**config.mk**
```make
export PLATFORM = sky130hd
export DESIGN_NAME = mp4_icache_responder
export DESIGN_NICKNAME = d
export VERILOG_FILES = /design/src/rtl/mp4_icache_responder.sv
export SDC_FILE = /design/constraint.sdc
export NUM_CORES = 2
export LEC_CHECK = 0
export CAP_MARGIN = 20
export CORE_AREA = 5 5 393 395
export DETAILED_ROUTE_END_ITERATION = 7
export DIE_AREA = 0 0 398 400
export PLACE_DENSITY = 0.78
export SYNTH_ARGS = -nofsm -noshare
export SYNTH_HDL_FRONTEND = slang
export SYNTH_SLANG_ARGS = --single-unit
```
**constraint.sdc**
```tcl
create_clock -name clk -period 39.3 [get_ports clk]
set_clock_uncertainty 0.2 [all_clocks]
set_input_delay 11.79 -clock clk [delete_from_list [all_inputs] [get_ports clk]]
set_output_delay 11.79 -clock clk [all_outputs]
set_load 0.005 [all_outputs]
```
**src/rtl/mp4_icache_responder.sv**
```systemverilog
// mp4_icache_responder
// Direct-mapped, read-only instruction cache on the responder side of the
// CPU fetch port. Hits are answered combinationally in the request cycle.
// A miss fetches a whole 32-byte line from the line-wide memory path,
// installs it, and then answers the request on the lookup after a bubble.
//
//   state    | meaning
//   ---------+-------------------------------------------------------------
//   ST_IDLE  | lookup; answer hits, latch line address and start a miss
//   ST_FETCH | pmem_read held with the latched line address until pmem_resp
//   ST_FILL  | one bubble after the line is written; lookup resumes after it
//
// Tag and data arrays are plain registers with no reset; only the valid bits
// carry reset state, so a set is never trusted until it has been filled.

module mp4_icache_responder #(
    parameter int S_INDEX  = 3,
    parameter int S_OFFSET = 5,
    parameter int S_TAG    = 32 - S_OFFSET - S_INDEX
) (
    input  logic         clk,
    input  logic         reset,
    input  logic         inst_read,
    input  logic [31:0]  inst_addr,
    output logic         inst_resp,
    output logic [31:0]  inst_rdata,
    output logic         pmem_read,
    output logic [31:0]  pmem_addr,
    input  logic [255:0] pmem_rdata,
    input  logic         pmem_resp,
    output logic [31:0]  hit_count,
    output logic [31:0]  miss_count
);

    localparam int SETS   = 2 ** S_INDEX;
    localparam int TAG_LO = S_OFFSET + S_INDEX;

    localparam logic [1:0] ST_IDLE  = 2'd0;
    localparam logic [1:0] ST_FETCH = 2'd1;
    localparam logic [1:0] ST_FILL  = 2'd2;

    logic [1:0]         state_q, state_d;
    logic [31:0]        miss_addr_q, miss_addr_d;
    logic [31:0]        hit_count_q, hit_count_d;
    logic [31:0]        miss_count_q, miss_count_d;
    logic [SETS-1:0]    valid_q, valid_d;
    logic [S_TAG-1:0]   tag_q  [SETS];
    logic [255:0]       line_q [SETS];

    logic [S_TAG-1:0]   req_tag;
    logic [S_INDEX-1:0] req_idx;
    logic [2:0]         req_word;
    logic [S_TAG-1:0]   fill_tag;
    logic [S_INDEX-1:0] fill_idx;
    logic               lookup;
    logic               hit;
    logic               miss_start;
    logic               fill_en;
    logic [255:0]       req_line;
    logic [31:0]        req_data;
    logic [1:0]         unused_addr_bits;

    // Split the request and the latched miss address into tag/index/word
    always_comb begin
        req_tag          = inst_addr[31:TAG_LO];
        req_idx          = inst_addr[TAG_LO-1:S_OFFSET];
        req_word         = inst_addr[4:2];
        fill_tag         = miss_addr_q[31:TAG_LO];
        fill_idx         = miss_addr_q[TAG_LO-1:S_OFFSET];
        unused_addr_bits = inst_addr[1:0];
    end

    // Lookup: hit detection and word select from the indexed line
    always_comb begin
        lookup     = (state_q == ST_IDLE) && inst_read && !reset;
        hit        = lookup && valid_q[req_idx] && (tag_q[req_idx] == req_tag);
        miss_start = lookup && !hit;
        fill_en    = (state_q == ST_FETCH) && pmem_resp && !reset;
        req_line   = line_q[req_idx];
        req_data   = req_line[{req_word, 5'b00000} +: 32];
    end

    // Sequencing: idle lookup, line fetch, fill bubble
    always_comb begin
        state_d     = state_q;
        miss_addr_d = miss_addr_q;
        case (state_q)
            ST_IDLE: begin
                if (miss_start) begin
                    miss_addr_d = {inst_addr[31:S_OFFSET], {S_OFFSET{1'b0}}};
                    state_d     = ST_FETCH;
                end
            end
            ST_FETCH: begin
                if (pmem_resp) begin
                    state_d = ST_FILL;
                end
            end
            ST_FILL: begin
                state_d = ST_IDLE;
            end
            default: begin
                state_d = ST_IDLE;
            end
        endcase
    end

    // Valid bits: a set becomes valid only when its line lands during a fetch
    always_comb begin
        valid_d = valid_q;
        if (fill_en) begin
            valid_d[fill_idx] = 1'b1;
        end
    end

    // Performance counters; each miss is counted once, when it is detected
    always_comb begin
        hit_count_d  = hit_count_q + {31'd0, hit};
        miss_count_d = miss_count_q + {31'd0, miss_start};
    end

    // Control state, valid bits and counters
    always_ff @(posedge clk) begin
        if (reset) begin
            state_q      <= ST_IDLE;
            miss_addr_q  <= 32'd0;
            valid_q      <= '0;
            hit_count_q  <= 32'd0;
            miss_count_q <= 32'd0;
        end else begin
            state_q      <= state_d;
            miss_addr_q  <= miss_addr_d;
            valid_q      <= valid_d;
            hit_count_q  <= hit_count_d;
            miss_count_q <= miss_count_d;
        end
    end

    // Tag and line storage; contents are meaningless until the valid bit is set
    always_ff @(posedge clk) begin
        if (fill_en) begin
            tag_q[fill_idx]  <= fill_tag;
            line_q[fill_idx] <= pmem_rdata;
        end
    end

    // Port outputs; the response path is zero whenever no hit is being served
    always_comb begin
        inst_resp  = hit;
        inst_rdata = hit ? req_data : 32'd0;
        pmem_read  = (state_q == ST_FETCH);
        pmem_addr  = (state_q == ST_FETCH) ? miss_addr_q : 32'd0;
        hit_count  = hit_count_q;
        miss_count = miss_count_q;
    end

endmodule

```
### After elaboration in Yosys (flattened, before gate mapping)

Memories as Yosys holds them, arrays and structs flattened.
Cells that the tools add are included.

| word-level totals | value |
|---|---|
| input bits | 292 |
| bits in registers | 101 |
| bits in writable memories | 2240 |
| word-level logic and storage cells | 42 |
| output and inout bits | 130 |
| memories kept | 2 |

Memories:

| name | depth | width | rd ports | clocked after memory_dff | write ports | RTL line | source |
|---|---|---|---|---|---|---|---|
| line_q | 8 | 256 | 1 | 0 | 1 | 48 | `logic [255:0] line_q [SETS];` |
| tag_q | 8 | 24 | 1 | 0 | 1 | 47 | `logic [S_TAG-1:0] tag_q [SETS];` |

| cells by class | value |
|---|---|
| reduce and logical (&&, ||, !) cells | 13 |
| bitwise gates (word level) | 1 |
| add/subtract/negate cells | 2 |
| magnitude comparators | 3 |
| muxes and demuxes | 11 |
| shift operators | 1 |
| equal/unequal tests | 4 |

Operators with widths:

| kind | number |
|---|---|
| $shiftx 256x9->32 | 1 |
| $add 32x1->32 | 2 |
| $mux 32 | 2 |
| $eq 24x24->1 | 1 |
| $logic_and 1x1->1 | 8 |
| $lt 3x4->1 const B | 2 |
| $or 8x8->8 | 1 |
| $mux 1 | 4 |
| $mux 2 | 2 |
| $pmux 2 s2 | 1 |
| $reduce_and 2->1 | 2 |
| $bmux 1 s3 | 1 |
| $demux 1 s3 | 1 |
| $ge 3x1->1 const B | 1 |
| $eq 2x1->1 const B | 1 |
| $logic_not 1->1 | 2 |
| $logic_not 2->1 | 1 |
| $ne 2x1->1 const B | 1 |
| $ne 2x2->1 const B | 1 |

### Logic depth before layout (Yosys ltp)

| depth | value |
|---|---|
| word-level depth | 9 |
| depth in mapped cells | 21 |
| gate-level depth less buffers | 17 |

### Least setup slack after synthesis

OpenSTA, ideal clock, no wires.

| timing | value |
|---|---|
| kind | input port to flip-flop |
| start point | input port reset |
| end point | memory line_q[0][0] (enable) |
| slack | 6.836 ns |
| library setup time | 1.268 ns |
| data required time | 37.832 ns |
| stages | 3 |
| path buffers | 0 |
| data arrival time | 30.997 ns |
| path through | and3b_1 > nand2b_1 > nor3_1 |

| between the ends | value |
|---|---|
| longest elaborated chain between the ends | 4 |

Ends and longest elaborated chain:

| what | RTL line | source |
|---|---|---|
| from (decl) | 22 | `input logic reset,` |
| $logic_not 1->1 | 78 | `fill_en = (state_q == ST_FETCH) && pmem_resp && !reset;` |
| $logic_and 1x1->1 | 78 |  |
| $mux 1 | 141 | `if (fill_en) begin` |
| $mux 1 (implied by the code) | 143 | `line_q[fill_idx] <= pmem_rdata;` |
| to (decl) | 48 |  |

No other way between the ends.

### Worst setup path in the final report

| timing | value |
|---|---|
| start point | input port inst_addr[6] |
| end point | output port inst_resp |

| between the ends | value |
|---|---|
| longest elaborated chain between the ends | 4 |
| elaborated cells on any way between the ends | 6 |
| classes of those cells | 1 x eq/ne; 2 x mux; 2 x reduce/logical; 1 x memory |

Ends and longest elaborated chain:

| what | RTL line | source |
|---|---|---|
| from (decl) | 24 | `input logic [31:0] inst_addr,` |
| branches (longest 3 deep; another with $mem_v2 8x24) | -- |  |
| $logic_and 1x1->1 (*) | 76 | `hit = lookup && valid_q[req_idx] && (tag_q[req_idx] == req_tag);` |
| to (decl) | 25 | `output logic inst_resp,` |

Mark *: on every way between the ends. The select of a mux whose other input is x is not followed.

==> metrics.txt <==
# TYPE chip_impl_metric gauge
chip_impl_metric{name="drt-wirelength-per-cell",unit="um"} 30.8
chip_impl_info{name="synth.top_cells.by_count",value="edfxtp_1 (2240), mux4_2 (683), dfxtp_1 (101)"} 1
chip_impl_metric{name="final_max_slew_viol_count",unit=""} 0
chip_impl_metric{name="postSynthCellCount",unit=""} 3819
chip_impl_metric{name="period_minus_slack",unit="ns"} 29.85
chip_impl_info{name="path_cells",value="buf_8 > buf_12 > buf_4 > mux4_2 > mux2i_1 > xor2_1 > o2111ai_1 > nor4_1 > nand4_1 > buf_4 > inv_2 > buf_4 > clkdlybuf4s50_1"} 1
chip_impl_metric{name="portBuffers",unit=""} 414
chip_impl_metric{name="final-hold-violation-count",unit=""} 0
chip_impl_info{name="synthFlopType",value="edfxtp_1"} 1
chip_impl_metric{name="clkLatencyLatePin",unit="ns"} 0.84
chip_impl_metric{name="final_cell_area",unit="sq um"} 103000
chip_impl_metric{name="max-cap-violations",unit=""} 0
chip_impl_metric{name="grtUsageTotal",unit="%"} 25.7
chip_impl_metric{name="min_delay_path_depth",unit=""} 2
chip_impl_metric{name="ys_seq_elements",unit=""} 2341
chip_impl_metric{name="finish.utilization",unit="%"} 68.3
chip_impl_metric{name="detailedRoute.firstPassIterationCount",unit=""} 5
chip_impl_metric{name="cts_setup_buffers",unit=""} 0
chip_impl_metric{name="fmaxAchievable",unit="MHz"} 33.5
chip_impl_metric{name="synth_sequential_area_ratio",unit="%"} 77.3
chip_impl_metric{name="reg2reg_depth",unit=""} 17
chip_impl_info{name="holdCritStartpoint",value="valid_q[2]$_SDFFE_PP0P_"} 1
chip_impl_metric{name="slowest_delay",unit="ns"} 0.74
chip_impl_metric{name="vias",unit=""} 41800
chip_impl_metric{name="synthDominantCellAreaShare",unit="%"} 75.1
chip_impl_metric{name="design.portCount",unit=""} 422
chip_impl_metric{name="asyncSetResetFlopFracSynth",unit="%"} 0
chip_impl_metric{name="final.fill_count",unit=""} 9000
chip_impl_metric{name="first_pass_grt_wire_length",unit="um"} 297000
chip_impl_metric{name="core_area",unit="sq um"} 151000
chip_impl_metric{name="fin_worst_hold_slack",unit="ns"} 0.270
chip_impl_metric{name="floorplan.die.width",unit="um"} 398
chip_impl_metric{name="avgViaCountPerCell",unit=""} 6.33
chip_impl_metric{name="slew_headroom",unit="%"} 18.9
chip_impl_info{name="crit_slowest_cell",value="buf_4"} 1
chip_impl_info{name="synthDominantAreaCellType",value="edfxtp_1"} 1
chip_impl_metric{name="detail-route-antenna-nets",unit=""} 0
chip_impl_info{name="tritoncts",value="done"} 1
chip_impl_metric{name="layout-area-overhead-vs-synth",unit="%"} 14.9
chip_impl_metric{name="floorplan.initialDensity",unit="%"} 59.4
chip_impl_metric{name="critical_path_cell_count",unit=""} 13
chip_impl_metric{name="fin_tns_setup",unit="ns"} 0
chip_impl_metric{name="routed_wire_length",unit="um"} 203000
chip_impl_metric{name="drc",unit=""} 0
chip_impl_metric{name="setup-violations-final",unit=""} 0
chip_impl_info{name="root_buffer",value="clkbuf_16"} 1
chip_impl_info{name="outcome",value="finished, final reports clean"} 1
chip_impl_metric{name="clkTransAtPathRegs",unit="ns"} 0.06
chip_impl_metric{name="vdd_ir_drop_max",unit="mV"} 0.0498
chip_impl_info{name="min_path_type",value="flop to flop"} 1
chip_impl_metric{name="final_replace_weighted_congestion",unit=""} 0.789
chip_impl_metric{name="yosys_warn_count",unit=""} 0
chip_impl_info{name="timing.critical_path.mode_cell",value="buf_4"} 1
chip_impl_metric{name="gr-total-overflow",unit=""} 0
chip_impl_metric{name="grt_max_degree",unit=""} 154
chip_impl_metric{name="dr.first_iter.drc_count",unit=""} 4707
chip_impl_metric{name="initial_antenna_violation_count",unit=""} 72
chip_impl_metric{name="yosys.cell_types.count",unit=""} 44
chip_impl_metric{name="grt_pass1_vias",unit=""} 43100
chip_impl_metric{name="power_density",unit="nW/um^2"} 48.5
chip_impl_info{name="startpoint",value="inst_addr[6]"} 1
chip_impl_metric{name="worst-endpoint-required",unit="ns"} 27.31
chip_impl_metric{name="cts-resized-gates",unit=""} 0
chip_impl_info{name="post-synth-top-count-cell",value="edfxtp_1"} 1
chip_impl_info{name="setup_repair_after_global_routing_missed_its_margin",value="no"} 1
chip_impl_metric{name="worst_max_slew_pin_slew",unit="ns"} 1.22
chip_impl_metric{name="placed_area",unit="sq um"} 95900
chip_impl_metric{name="final.period_utilization",unit="%"} 76.0
chip_impl_metric{name="postCtsHoldBufs",unit=""} 0
chip_impl_info{name="launching_point_of_the_worst_reg2reg_path",value="tag_q[7][20]$_DFFE_PP_"} 1
chip_impl_metric{name="htree_num_levels",unit=""} 4
chip_impl_metric{name="power_leakage",unit="nW"} 32.2
chip_impl_metric{name="postSynthAreaPerCell",unit="sq um"} 23.5
chip_impl_metric{name="synth-edff-count",unit=""} 2240
chip_impl_metric{name="floorplan.die_area",unit="sq um"} 159000
chip_impl_info{name="post_synth_main_area_contributors",value="edfxtp_1 (75%), mux4_2 (17%), dfxtp_1 (2.3%), mux2i_1 (0.77%), buf_2 (0.53%)"} 1
chip_impl_info{name="critical-path-top-delay-family",value="buffers and inverters"} 1
chip_impl_metric{name="floorplan.rows",unit=""} 143
chip_impl_metric{name="die_y",unit="um"} 400
chip_impl_metric{name="syn_area",unit="sq um"} 89600
chip_impl_metric{name="clk_path_buf_depth",unit=""} 3
chip_impl_info{name="cp-end-kind",value="output pin"} 1
chip_impl_metric{name="arrival",unit="ns"} 17.86
chip_impl_metric{name="worst-path-max-fanout",unit=""} 123
chip_impl_info{name="path_class",value="primary input to output pin"} 1
chip_impl_metric{name="tritoncts_num_sinks",unit=""} 2341
chip_impl_info{name="critical_path.startpoint_type",value="primary input"} 1
chip_impl_metric{name="final_net_count",unit=""} 4621
chip_impl_metric{name="worst-path-buf-inv",unit=""} 7
chip_impl_metric{name="place.detailed.hpwl",unit="um"} 110000
chip_impl_metric{name="post_route_cells_drive_above_1_share",unit="%"} 23.9
chip_impl_metric{name="cts-buffers-inserted",unit=""} 222
worst reg2reg max path, cell delays in order, from the launching register on:
cell and delay [ns]:
edfxtp_1 0.37, mux4_2 0.48, mux2i_1 0.30, xor2_1 0.26, o2111ai_1 0.15, nor4_1 0.37
nand4_1 0.13, buf_4 0.33, inv_2 0.56, buf_4 0.49, ha_1 0.28, nand3_1 0.22
nor4_1 0.70, and3_1 0.30, nor2b_1 0.31, nand4_1 0.16, xor2_1 0.16, nor2_1 0.06
cells by family after synthesis:
| group | after synthesis | synth area share (%) |
|---|---|---|
| AND/OR/NAND/NOR | 293 | 1.68 |
| multiplexers | 760 | 18.0 |
| buffers and inverters | 211 | 1.21 |
| XOR/XNOR | 65 | 0.635 |
| other | 1 | 0.00419 |
| AO/OA/AOI/OAI | 144 | 1.03 |
| flip-flops | 2341 | 77.3 |
| adder cells (fa/ha/maj) | 4 | 0.0559 |
power by group:
group | internal, mW | switching [mW]
clock | 1.12 | 0.903
sequential | 2.74 | 0.00499
combinational | 0.112 | 0.121
total | 3.97 | 1.03
final cells by class:
cell class / count / area (sq um) / area share (%)
clock inverter: 125 / 998 / 0.970
inverter: 8 / 30.0 / 0.0292
clock buffer: 292 / 5890 / 5.72
tap: 2030 / 2540 / 2.47
multi-input combinational: 1271 / 19300 / 18.7
timing repair buffer: 481 / 4770 / 4.63
antenna: 54 / 135 / 0.131
sequential: 2341 / 69300 / 67.3
placed cells by master, fill, tap and decap left out, drive strengths merged, types with 50 or more instances in the layout:
cell type | Yosys | final
diode | 0 | 54
and2 | 50 | 50
clkdlybuf4s50 | 0 | 407
clkinv | 0 | 104
buf | 151 | 74
clkbuf | 52 | 292
mux4 | 683 | 683
mux2i | 69 | 69
nor2 | 79 | 79
dfxtp | 101 | 101
edfxtp | 2240 | 2240
sequential cells by signal, summed over array words and instances (netlist names):
register and count:
tag_q 192, miss_count 32, state_q 2, line_q 2048, hit_count 32, valid_q 8, miss_addr_q 27
routing by layer:
layer	share of wire, %	vias to the layer above	GRT usage, %
met5	0.12	-	0
met4	3.0	34	8.98
met3	8.5	346	5.95
met2	51	1853	42.2
met1	37	22200	34.7
li1	-	17400	-
path summary, 6_finish.rpt:
check | to | slack (ns)
max | inst_resp | 9.45
min | valid_q[2]$_SDFFE_PP0P_ | 0.27
max reg2reg | hit_count[27]$_SDFF_PP0_ | 33.33
min reg2reg | valid_q[2]$_SDFFE_PP0P_ | 0.27
metrics by stage:
stage	instances	setup WS, ns	power, mW
2_1_floorplan	3823	6.84	2.93
3_3_place_gp	6129	9.43	3.02
3_5_place_dp	6129	9.49	3.03
4_1_cts	6546	9.45	5.03
5_1_grt	6569	9.22	5.15
6_report	6602	9.45	4.99
(Power assumes the default switching activity.)
